File: config.mk
export PLATFORM = sky130hd
export DESIGN_NAME = syn_fifo_ext_module_flat
export DESIGN_NICKNAME = d
export VERILOG_FILES = /design/src/rtl/syn_fifo_ext_module_if.sv /design/src/rtl/syn_fifo_ext_module.sv /design/src/flat_wrapper.sv
export SDC_FILE = /design/constraint.sdc
export NUM_CORES = 1
export LEC_CHECK = 0
export ABC_CLOCK_PERIOD_IN_PS = 2700
export BUFFER_PORTS_ARGS = -buffer_cell sky130_fd_sc_hd__buf_2
export CAP_MARGIN = 20
export CORE_MARGIN = 2
export CORE_UTILIZATION = 57
export CTS_BUF_LIST = sky130_fd_sc_hd__clkbuf_4
export DETAILED_ROUTE_END_ITERATION = 6
export PLACE_DENSITY = 0.85
export SLEW_MARGIN = 0
export SYNTH_ARGS = -nofsm -noshare
export SYNTH_HDL_FRONTEND = slang
export SYNTH_SLANG_ARGS = --single-unit
File: constraint.sdc
create_clock -name i_clk -period 2.7 [get_ports i_clk]
set_clock_uncertainty 0.15 [all_clocks]
set_input_delay 0.27 -clock i_clk [delete_from_list [all_inputs] [get_ports i_clk]]
set_output_delay 0.27 -clock i_clk [all_outputs]
set_load 0.02 [all_outputs]
File: src/rtl/syn_fifo_ext_module_if.sv
// Handshake/data bundle between a producer/consumer pair and syn_fifo_ext_module.
// Signal names keep the original FIFO port names, seen from the FIFO side.
interface syn_fifo_ext_module_if #(
  parameter int unsigned P_DATA_WIDTH = 8,
  parameter int unsigned P_ADDR_DEPTH = 16
);
  localparam int unsigned CW = $clog2(P_ADDR_DEPTH) + 1;

  logic                    i_wr_en;
  logic [P_DATA_WIDTH-1:0] i_wdata;
  logic                    o_wfull;
  logic                    o_almost_full;
  logic                    o_overflow;
  logic                    i_rd_en;
  logic [P_DATA_WIDTH-1:0] o_rdata;
  logic                    o_rvalid;
  logic                    o_rempty;
  logic                    o_almost_empty;
  logic                    o_underflow;
  logic [CW-1:0]           o_data_count;

  // Producer/consumer side
  modport master (
    output i_wr_en, i_wdata, i_rd_en,
    input  o_wfull, o_almost_full, o_overflow,
    input  o_rdata, o_rvalid, o_rempty, o_almost_empty, o_underflow, o_data_count
  );

  // FIFO side
  modport slave (
    input  i_wr_en, i_wdata, i_rd_en,
    output o_wfull, o_almost_full, o_overflow,
    output o_rdata, o_rvalid, o_rempty, o_almost_empty, o_underflow, o_data_count
  );
endinterface

File: src/rtl/syn_fifo_ext_module.sv
// Single-clock synchronous FIFO with standard or first-word-fall-through read,
// occupancy count, almost-full/almost-empty thresholds and overflow/underflow pulses.
module syn_fifo_ext_module #(
  parameter int unsigned P_DATA_WIDTH = 8,
  parameter int unsigned P_ADDR_DEPTH = 16,
  parameter int unsigned P_FWFT       = 0,
  parameter int unsigned P_AFULL_TH   = 12,
  parameter int unsigned P_AEMPTY_TH  = 2
) (
  input  logic                 i_clk,
  input  logic                 i_rst,
  syn_fifo_ext_module_if.slave bus
);
  localparam int unsigned AW = $clog2(P_ADDR_DEPTH);
  localparam int unsigned CW = AW + 1;
  localparam logic [CW-1:0] L_DEPTH  = CW'(P_ADDR_DEPTH);
  localparam logic [CW-1:0] L_AFULL  = CW'(P_AFULL_TH);
  localparam logic [CW-1:0] L_AEMPTY = CW'(P_AEMPTY_TH);

  logic [P_DATA_WIDTH-1:0] mem [P_ADDR_DEPTH];
  logic [CW-1:0]           wr_ptr;
  logic [CW-1:0]           rd_ptr;
  logic [CW-1:0]           count;
  logic [CW-1:0]           count_next;
  logic                    wfull_q;
  logic                    afull_q;
  logic                    aempty_q;
  logic                    overflow_q;
  logic                    underflow_q;
  logic                    wr_acc;
  logic                    rd_acc;
  logic                    rempty;

  assign wr_acc = bus.i_wr_en && !wfull_q;

  // Occupancy after this edge: +1 write only, -1 read only, else unchanged
  always_comb begin
    count_next = count;
    case ({wr_acc, rd_acc})
      2'b10:   count_next = count + 1'b1;
      2'b01:   count_next = count - 1'b1;
      default: count_next = count;
    endcase
  end

  // Registered count, full/almost flags and error pulses
  always_ff @(posedge i_clk) begin
    if (i_rst) begin
      count       <= '0;
      wfull_q     <= 1'b0;
      afull_q     <= 1'b0;
      aempty_q    <= 1'b1;
      overflow_q  <= 1'b0;
      underflow_q <= 1'b0;
    end else begin
      count       <= count_next;
      wfull_q     <= (count_next == L_DEPTH);
      afull_q     <= (count_next >= L_AFULL);
      aempty_q    <= (count_next <= L_AEMPTY);
      overflow_q  <= bus.i_wr_en && wfull_q;
      underflow_q <= bus.i_rd_en && rempty;
    end
  end

  // Write pointer advances on every accepted write
  always_ff @(posedge i_clk) begin
    if (i_rst) begin
      wr_ptr <= '0;
    end else if (wr_acc) begin
      wr_ptr <= wr_ptr + 1'b1;
    end
  end

  // Storage array, never reset; writes suppressed while reset is asserted
  always_ff @(posedge i_clk) begin
    if (!i_rst && wr_acc) begin
      mem[wr_ptr[AW-1:0]] <= bus.i_wdata;
    end
  end

  if (P_FWFT != 0) begin : g_fwft
    logic [CW-1:0]           wr_ptr_d;
    logic [P_DATA_WIDTH-1:0] out_data;
    logic                    out_valid;
    logic                    mem_avail;
    logic                    load;

    // Storage is only read past the write pointer as it stood one edge ago,
    // so a word becomes visible two edges after the edge that wrote it.
    assign mem_avail = (rd_ptr != wr_ptr_d);
    assign rd_acc    = bus.i_rd_en && out_valid;
    assign load      = mem_avail && (!out_valid || rd_acc);
    assign rempty    = !out_valid;

    // Output register prefetch: refill when empty or being consumed
    always_ff @(posedge i_clk) begin
      if (i_rst) begin
        wr_ptr_d  <= '0;
        rd_ptr    <= '0;
        out_data  <= '0;
        out_valid <= 1'b0;
      end else begin
        wr_ptr_d <= wr_ptr;
        if (load) begin
          out_data  <= mem[rd_ptr[AW-1:0]];
          rd_ptr    <= rd_ptr + 1'b1;
          out_valid <= 1'b1;
        end else if (rd_acc) begin
          out_valid <= 1'b0;
        end
      end
    end

    assign bus.o_rdata  = out_data;
    assign bus.o_rvalid = out_valid;
    assign bus.o_rempty = rempty;
  end else begin : g_std
    logic [CW-1:0]           wr_ptr_next;
    logic [CW-1:0]           rd_ptr_next;
    logic [P_DATA_WIDTH-1:0] rdata_q;
    logic                    rvalid_q;
    logic                    rempty_q;

    assign rd_acc      = bus.i_rd_en && !rempty_q;
    assign wr_ptr_next = wr_acc ? wr_ptr + 1'b1 : wr_ptr;
    assign rd_ptr_next = rd_acc ? rd_ptr + 1'b1 : rd_ptr;
    assign rempty      = rempty_q;

    // Registered read: head word captured at the read edge, valid pulse follows
    always_ff @(posedge i_clk) begin
      if (i_rst) begin
        rd_ptr   <= '0;
        rdata_q  <= '0;
        rvalid_q <= 1'b0;
        rempty_q <= 1'b1;
      end else begin
        rd_ptr   <= rd_ptr_next;
        rvalid_q <= rd_acc;
        rempty_q <= (wr_ptr_next == rd_ptr_next);
        if (rd_acc) begin
          rdata_q <= mem[rd_ptr[AW-1:0]];
        end
      end
    end

    assign bus.o_rdata  = rdata_q;
    assign bus.o_rvalid = rvalid_q;
    assign bus.o_rempty = rempty;
  end

  assign bus.o_wfull        = wfull_q;
  assign bus.o_almost_full  = afull_q;
  assign bus.o_overflow     = overflow_q;
  assign bus.o_almost_empty = aempty_q;
  assign bus.o_underflow    = underflow_q;
  assign bus.o_data_count   = count;
endmodule

File: src/flat_wrapper.sv
// flat-port wrapper written by rule: the top's interface ports become plain ports
module syn_fifo_ext_module_flat 
#(
  parameter int unsigned P_DATA_WIDTH = 8,
  parameter int unsigned P_ADDR_DEPTH = 16,
  parameter int unsigned P_FWFT       = 0,
  parameter int unsigned P_AFULL_TH   = 12,
  parameter int unsigned P_AEMPTY_TH  = 2
)
  (i_clk, i_rst, bus_i_wr_en, bus_i_wdata, bus_i_rd_en, bus_o_wfull, bus_o_almost_full, bus_o_overflow, bus_o_rdata, bus_o_rvalid, bus_o_rempty, bus_o_almost_empty, bus_o_underflow, bus_o_data_count);
  syn_fifo_ext_module_if #(.P_DATA_WIDTH(P_DATA_WIDTH), .P_ADDR_DEPTH(P_ADDR_DEPTH)) bus_i ();
  input  logic i_clk;
  input  logic i_rst;
  input wire logic [$bits(bus_i.i_wr_en)-1:0] bus_i_wr_en;
  input wire logic [$bits(bus_i.i_wdata)-1:0] bus_i_wdata;
  input wire logic [$bits(bus_i.i_rd_en)-1:0] bus_i_rd_en;
  output wire logic [$bits(bus_i.o_wfull)-1:0] bus_o_wfull;
  output wire logic [$bits(bus_i.o_almost_full)-1:0] bus_o_almost_full;
  output wire logic [$bits(bus_i.o_overflow)-1:0] bus_o_overflow;
  output wire logic [$bits(bus_i.o_rdata)-1:0] bus_o_rdata;
  output wire logic [$bits(bus_i.o_rvalid)-1:0] bus_o_rvalid;
  output wire logic [$bits(bus_i.o_rempty)-1:0] bus_o_rempty;
  output wire logic [$bits(bus_i.o_almost_empty)-1:0] bus_o_almost_empty;
  output wire logic [$bits(bus_i.o_underflow)-1:0] bus_o_underflow;
  output wire logic [$bits(bus_i.o_data_count)-1:0] bus_o_data_count;
  assign bus_i.i_wr_en = bus_i_wr_en;
  assign bus_i.i_wdata = bus_i_wdata;
  assign bus_i.i_rd_en = bus_i_rd_en;
  assign bus_o_wfull = bus_i.o_wfull;
  assign bus_o_almost_full = bus_i.o_almost_full;
  assign bus_o_overflow = bus_i.o_overflow;
  assign bus_o_rdata = bus_i.o_rdata;
  assign bus_o_rvalid = bus_i.o_rvalid;
  assign bus_o_rempty = bus_i.o_rempty;
  assign bus_o_almost_empty = bus_i.o_almost_empty;
  assign bus_o_underflow = bus_i.o_underflow;
  assign bus_o_data_count = bus_i.o_data_count;
  syn_fifo_ext_module #(.P_DATA_WIDTH(P_DATA_WIDTH), .P_ADDR_DEPTH(P_ADDR_DEPTH), .P_FWFT(P_FWFT), .P_AFULL_TH(P_AFULL_TH), .P_AEMPTY_TH(P_AEMPTY_TH)) u_core (.i_clk(i_clk), .i_rst(i_rst), .bus(bus_i));
endmodule
### Word-level counts from Yosys, hierarchy flattened

Memory sizes are Yosys's and may differ from the RTL's. A register that Yosys moved wholly into a read port is not among the register bits.
Cells that the tools add are included.

* bits in registers: 22
* RAM bits: 128
* bits of input ports: 12
* output and inout bits: 20
* logic and storage cells: 34
* memories: 1

Memories
* u_core.mem: words 16, bits a word 8, rd ports 1, clocked after Yosys merged registers in 1, wr ports 1, RTL line syn_fifo_ext_module.sv:20 `logic [P_DATA_WIDTH-1:0] mem [P_ADDR_DEPTH];`

* $add $sub $neg: 4
* magnitude comparators: 2
* equality and inequality tests: 4
* multiplexer cells: 5
* reductions and logical operators: 8

Operator list (number)
* 5-bit by 1-bit adder with 5-bit output, second input constant: 3
* 5-bit 2-to-1 mux: 2
* 5-bit case mux with 2 select lines: 1
* 5-bit == test: 1
* 5-bit == test, second input constant: 1
* 5-bit by 4-bit greater-or-equal comparator with 1-bit output, second input constant: 1
* 5-bit by 2-bit <= comparator with 1-bit output, second input constant: 1
* 1-bit logical AND: 5
* 5-bit by 1-bit subtractor with 5-bit output, second input constant: 1
* 1-bit zero test: 3
* 2-bit by 1-bit == test with 1-bit output, second input constant: 1
* 2-bit == test, second input constant: 1
* 1-bit 2-to-1 mux: 2

### Logic depth before layout (Yosys ltp)

* depth after elaboration: 5
* gate-level depth with buffers: 11
* depth with buffers taken out: 10

### Least setup slack after synthesis

Ideal clock, no wire load.

* kind: register -> register
* start: register u_core.g_std.rempty_q (netlist: u_core.bus.o_rempty)
* end: register u_core.wfull_q (netlist: u_core.bus.o_wfull)
* setup time: 0.103 ns
* data arrival time: 2.191 ns
* required time: 2.447 ns
* setup slack: 0.256 ns
* cell stages (with the launch flop): 10
* buffers on the path: 2
* path through: dfxtp_1 -> nand2b_2 -> inv_2 -> buf_4 -> ha_1 -> clkbuf_1 -> nor3b_1 -> o21a_1 -> o21ai_0 -> a2111oi_2

* word-level cells in the longest chain between the ends: 5
* elaborated cells between the ends (all ways): 6
* those cells by class: eq/ne: 3; mux: 1; reduce/logical: 2

Ends and longest elaborated chain
* from (decl): RTL line syn_fifo_ext_module.sv:122 `logic rempty_q;`
* from (signal assigned): RTL line syn_fifo_ext_module.sv:139 `rempty_q <= (wr_ptr_next == rd_ptr_next);`
* 1-bit zero test (*): RTL line syn_fifo_ext_module.sv:124 `assign rd_acc = bus.i_rd_en && !rempty_q;`
* 1-bit logical AND (*): RTL line syn_fifo_ext_module.sv:124
* 2-bit by 1-bit == test with 1-bit output / 2-bit == test (equally long branches): RTL line syn_fifo_ext_module.sv:39 `case ({wr_acc, rd_acc})`
* 5-bit case mux with 2 select lines (*): RTL line syn_fifo_ext_module.sv:39
* 5-bit == test (*): RTL line syn_fifo_ext_module.sv:57 `wfull_q <= (count_next == L_DEPTH);`
* to (signal assigned): RTL line syn_fifo_ext_module.sv:57
* to (decl): RTL line syn_fifo_ext_module.sv:25 `logic wfull_q;`

Mark *: on every way between the ends. The rest lies on a longest branch, timed or not.
A chain may end at the register's enable or synchronous reset.

### Worst setup path after layout

Ends and elaborated chain as after synthesis.

==> metrics.md <==
| Metric | Value |
|---|---|
| Final setup fails | 0 |
| Fin nets | 469 |
| Wire per inst | 21.9 um |
| #FFs+latches synth | 158 |
| Syn Std Cell Area | 6370 sq um |
| Largest stage delay on the critical path | 0.39 ns |
| Post-synth cell types | 46 |
| Max-cap viol count | 0 |
| Asr flop ratio synth | 0% |
| Period utilization | 93.1% |
| Number of H-tree levels | 4 |
| Setup TNS | 0 ns |
| CTS Buf Count | 17 |
| Register area share after synthesis | 69.8% |
| WS Path Type | flop to flop |
| Initial DRC Count | 296 |
| Most common cell after layout, fill and taps aside | edfxtp_1 |
| Worst slew pin tran | 0.863 ns |
| First-pass GRT wire length | 19.8 mm |
| Lkg Pwr | 2.44 nW |
| Syn Nets | 404 |
| PortBufs | 31 |
| GPL Wtd Cong | 0.826 |
| Critical Path AT | 2.82 ns |
| Worst-Skew Late Latency | 0.56 ns |
| Max Fclk | 398 MHz |
| CP Launch Type | flop |
| Vias in the first global route | 3635 |
| Largest net degree at the start of global routing | 37 |
| Io pins | 32 |
| Post-synth top flop | edfxtp_1 |
| Status | finished clean |
| Crit. End Element | flop |
| P&R area growth vs syn | 13.2% |
| Starting Density | 58.5% |
| Die height | 110 um |
| Clock buffer depth | 2 |
| Synth Area per Inst | 16.5 sq um |
| Core footprint | 10900 sq um |
| Clock Root Buffer | clkbuf_4 |
| DRC | 0 |
| Grt ovf | 0 |
| Die width | 110 um |
| Hold Path Class | input pin to flop |
| Post-synth EDFFs | 128 |
| Layout cells sized above 1 | 27.9% |
| Top Family by Delay on Critical Path | simple AND/OR/NAND/NOR gates |
| Worst-path clk slew | 0.13 ns |
| Most frequent cells in the layout | edfxtp_1, nor2_1, mux4_2, buf_2, dfxtp_1 |
| Syn Inst Count | 385 |
| GRT Total Usage | 23.7% |
| Max_slew headroom | 42.4% |
| Final Hold Fails | 0 |
| Fillers | 703 |
| CP bufs+invs | 1 |
| Yosys synthesis warning count | 0 |
| Total power | 0.00495 W |
| Via/cell ratio | 6.18 |
| Detailed Route WL | 13.2 mm |
| 1st-pass router iterations | 5 |
| Maximum vdd drop | 0.432 mV |
| Clock sinks | 158 |
| RSZ-0062 raised after global routing | false |
| CP max FO | 12 |
| Vias | 3735 |
| CTS tree | yes |
| Antenna violations before repair | 1 |
| Worst Path Required | 3.01 ns |
| Power per cell area | 686 nW/um^2 |
| Final min period | 2.51 ns |
| DIE AREA | 12000 sq um |
| CP cell instances | nand2b_2 > inv_4 > nand2_1 > xnor2_1 > ha_1 > nor3b_1 > o21a_1 > o21ai_0 > a2111oi_2 |
| Slowest-stage cell, CP | nor3b_1 |
| Row count | 38 |
| Antenna Nets Post-Route | 0 |
| HPWL after DPL | 8.12 mm |
| Slew Viols, Final | 0 |
-- cells by family (layout without fill, tap and decap cells) --
group / Yosys count / in the layout / synth area share [%]
compound gates: 53 / 53 / 5.89
xor+xnor: 17 / 17 / 2.55
fa+ha+maj: 7 / 7 / 1.38
buf+inv: 28 / 106 / 2.24
flops: 158 / 158 / 69.8
mux: 34 / 34 / 11.6
other cells: 0 / 1 / 0
simple gates: 88 / 88 / 6.52
-- cells in the mapped netlist (2+ instances only) --
library cell	count	share of area [%]
dfxtp_1	30	9.4
buf_4	4	0.47
buf_6	2	0.35
edfxtp_1	128	60
nor2b_1	4	0.39
inv_1	4	0.24
mux2i_1	2	0.31
a41o_1	2	0.31
a21oi_1	20	1.6
nor3b_1	3	0.35
buf_2	2	0.16
xor2_1	8	1.1
nand2b_1	2	0.20
mux4_2	32	11
o21ai_0	2	0.16
nor3_1	6	0.47
nand4_1	6	0.59
buf_1	2	0.12
clkbuf_1	12	0.71
nand2_1	13	0.77
a22oi_1	16	1.9
a31oi_1	2	0.20
ha_1	7	1.4
xnor2_1	8	1.1
nand3_1	2	0.16
o22ai_1	2	0.20
nor2_1	45	2.7
-- registers in the layout, indices dropped and copies added (netlist names) --
register and flops:
u_core.wr_ptr 5, u_core.bus.o_rvalid 1, u_core.bus.o_overflow 1, u_core.bus.o_almost_full 1, u_core.bus.o_wfull 1, u_core.bus.o_rempty 1
u_core.bus.o_underflow 1, u_core.bus.o_rdata 8, u_core.bus.o_almost_empty 1, u_core.mem 128, u_core.bus.o_data_count 5, u_core.rd_ptr 5
-- worst paths after layout --
path | slack, ns | cells past startpoint | start | endpoint
setup reg to reg | 0.19 | 9 | u_core.bus.o_rempty$_SDFF_PP1_ | u_core.bus.o_wfull$_SDFF_PP0_
setup / recovery | 0.19 | 9 | u_core.bus.o_rempty$_SDFF_PP1_ | u_core.bus.o_wfull$_SDFF_PP0_
hold reg to reg | 0.30 | 2 | u_core.bus.o_rempty$_SDFF_PP1_ | u_core.bus.o_underflow$_SDFF_PP0_
hold / removal | 0.06 | 3 | i_rst | u_core.rd_ptr[4]$_SDFF_PP0_
-- per-layer routing --
| metal | part of all wire [%] | track usage, % | wire length (um) | vias up |
|---|---|---|---|---|
| met5 | 0 | 0 | 0 | - |
| met4 | 2.2 | 11.1 | 295 | 0 |
| met3 | 7.8 | 6.28 | 1030 | 29 |
| met2 | 51 | 37.2 | 6780 | 180 |
| met1 | 39 | 31.2 | 5140 | 1892 |
| li1 | - | - | - | 1634 |
-- worst register-to-register path: stages, from the launching register on --
cell	delay, ns
dfxtp_1	0.34
nand2b_2	0.20
inv_4	0.15
nand2_1	0.10
xnor2_1	0.13
ha_1	0.32
nor3b_1	0.39
o21a_1	0.20
o21ai_0	0.11
a2111oi_2	0.33
-- timing repair --
item	4_1_cts	5_1_grt
buffers inserted	0	2
hold buffers	10	0
endpoints found under the hold margin	130	0
resized for setup	0	3
endpoints found under the setup margin	0	1
-- report_power, final --
part           internal, W  switching [W]
Combinational     0.000335       0.000428
Sequential         0.00270      0.0000619
Clock             0.000562       0.000858
Total              0.00360        0.00135
-- through the flow --
stage          area [sq um]  std cells  hold WS [ns]  util [%]  setup slack, ns
6_report               7210        604        0.0567      66.2            0.187
5_1_grt                7210        604        0.0480      66.2           0.0734
4_1_cts                7180        601        0.0230      66.0           0.0678
3_5_place_dp           6800        559         0.296      62.4            0.136
3_3_place_gp           6800        559         0.284      62.4            0.285
2_1_floorplan          6370        385         0.199         -            0.256
-- final cells by class --
cell class	instances	area, sq um	share of cell area [%]
tap	140	175	2.43
antenna	1	2.50	0.0347
timing repair buffer	68	483	6.70
sequential	158	4450	61.6
multi-input combinational	199	1790	24.8
inverter	6	30.0	0.416
clock inverter	15	158	2.19
clock buffer	17	128	1.77
(Power assumes the default switching activity.)
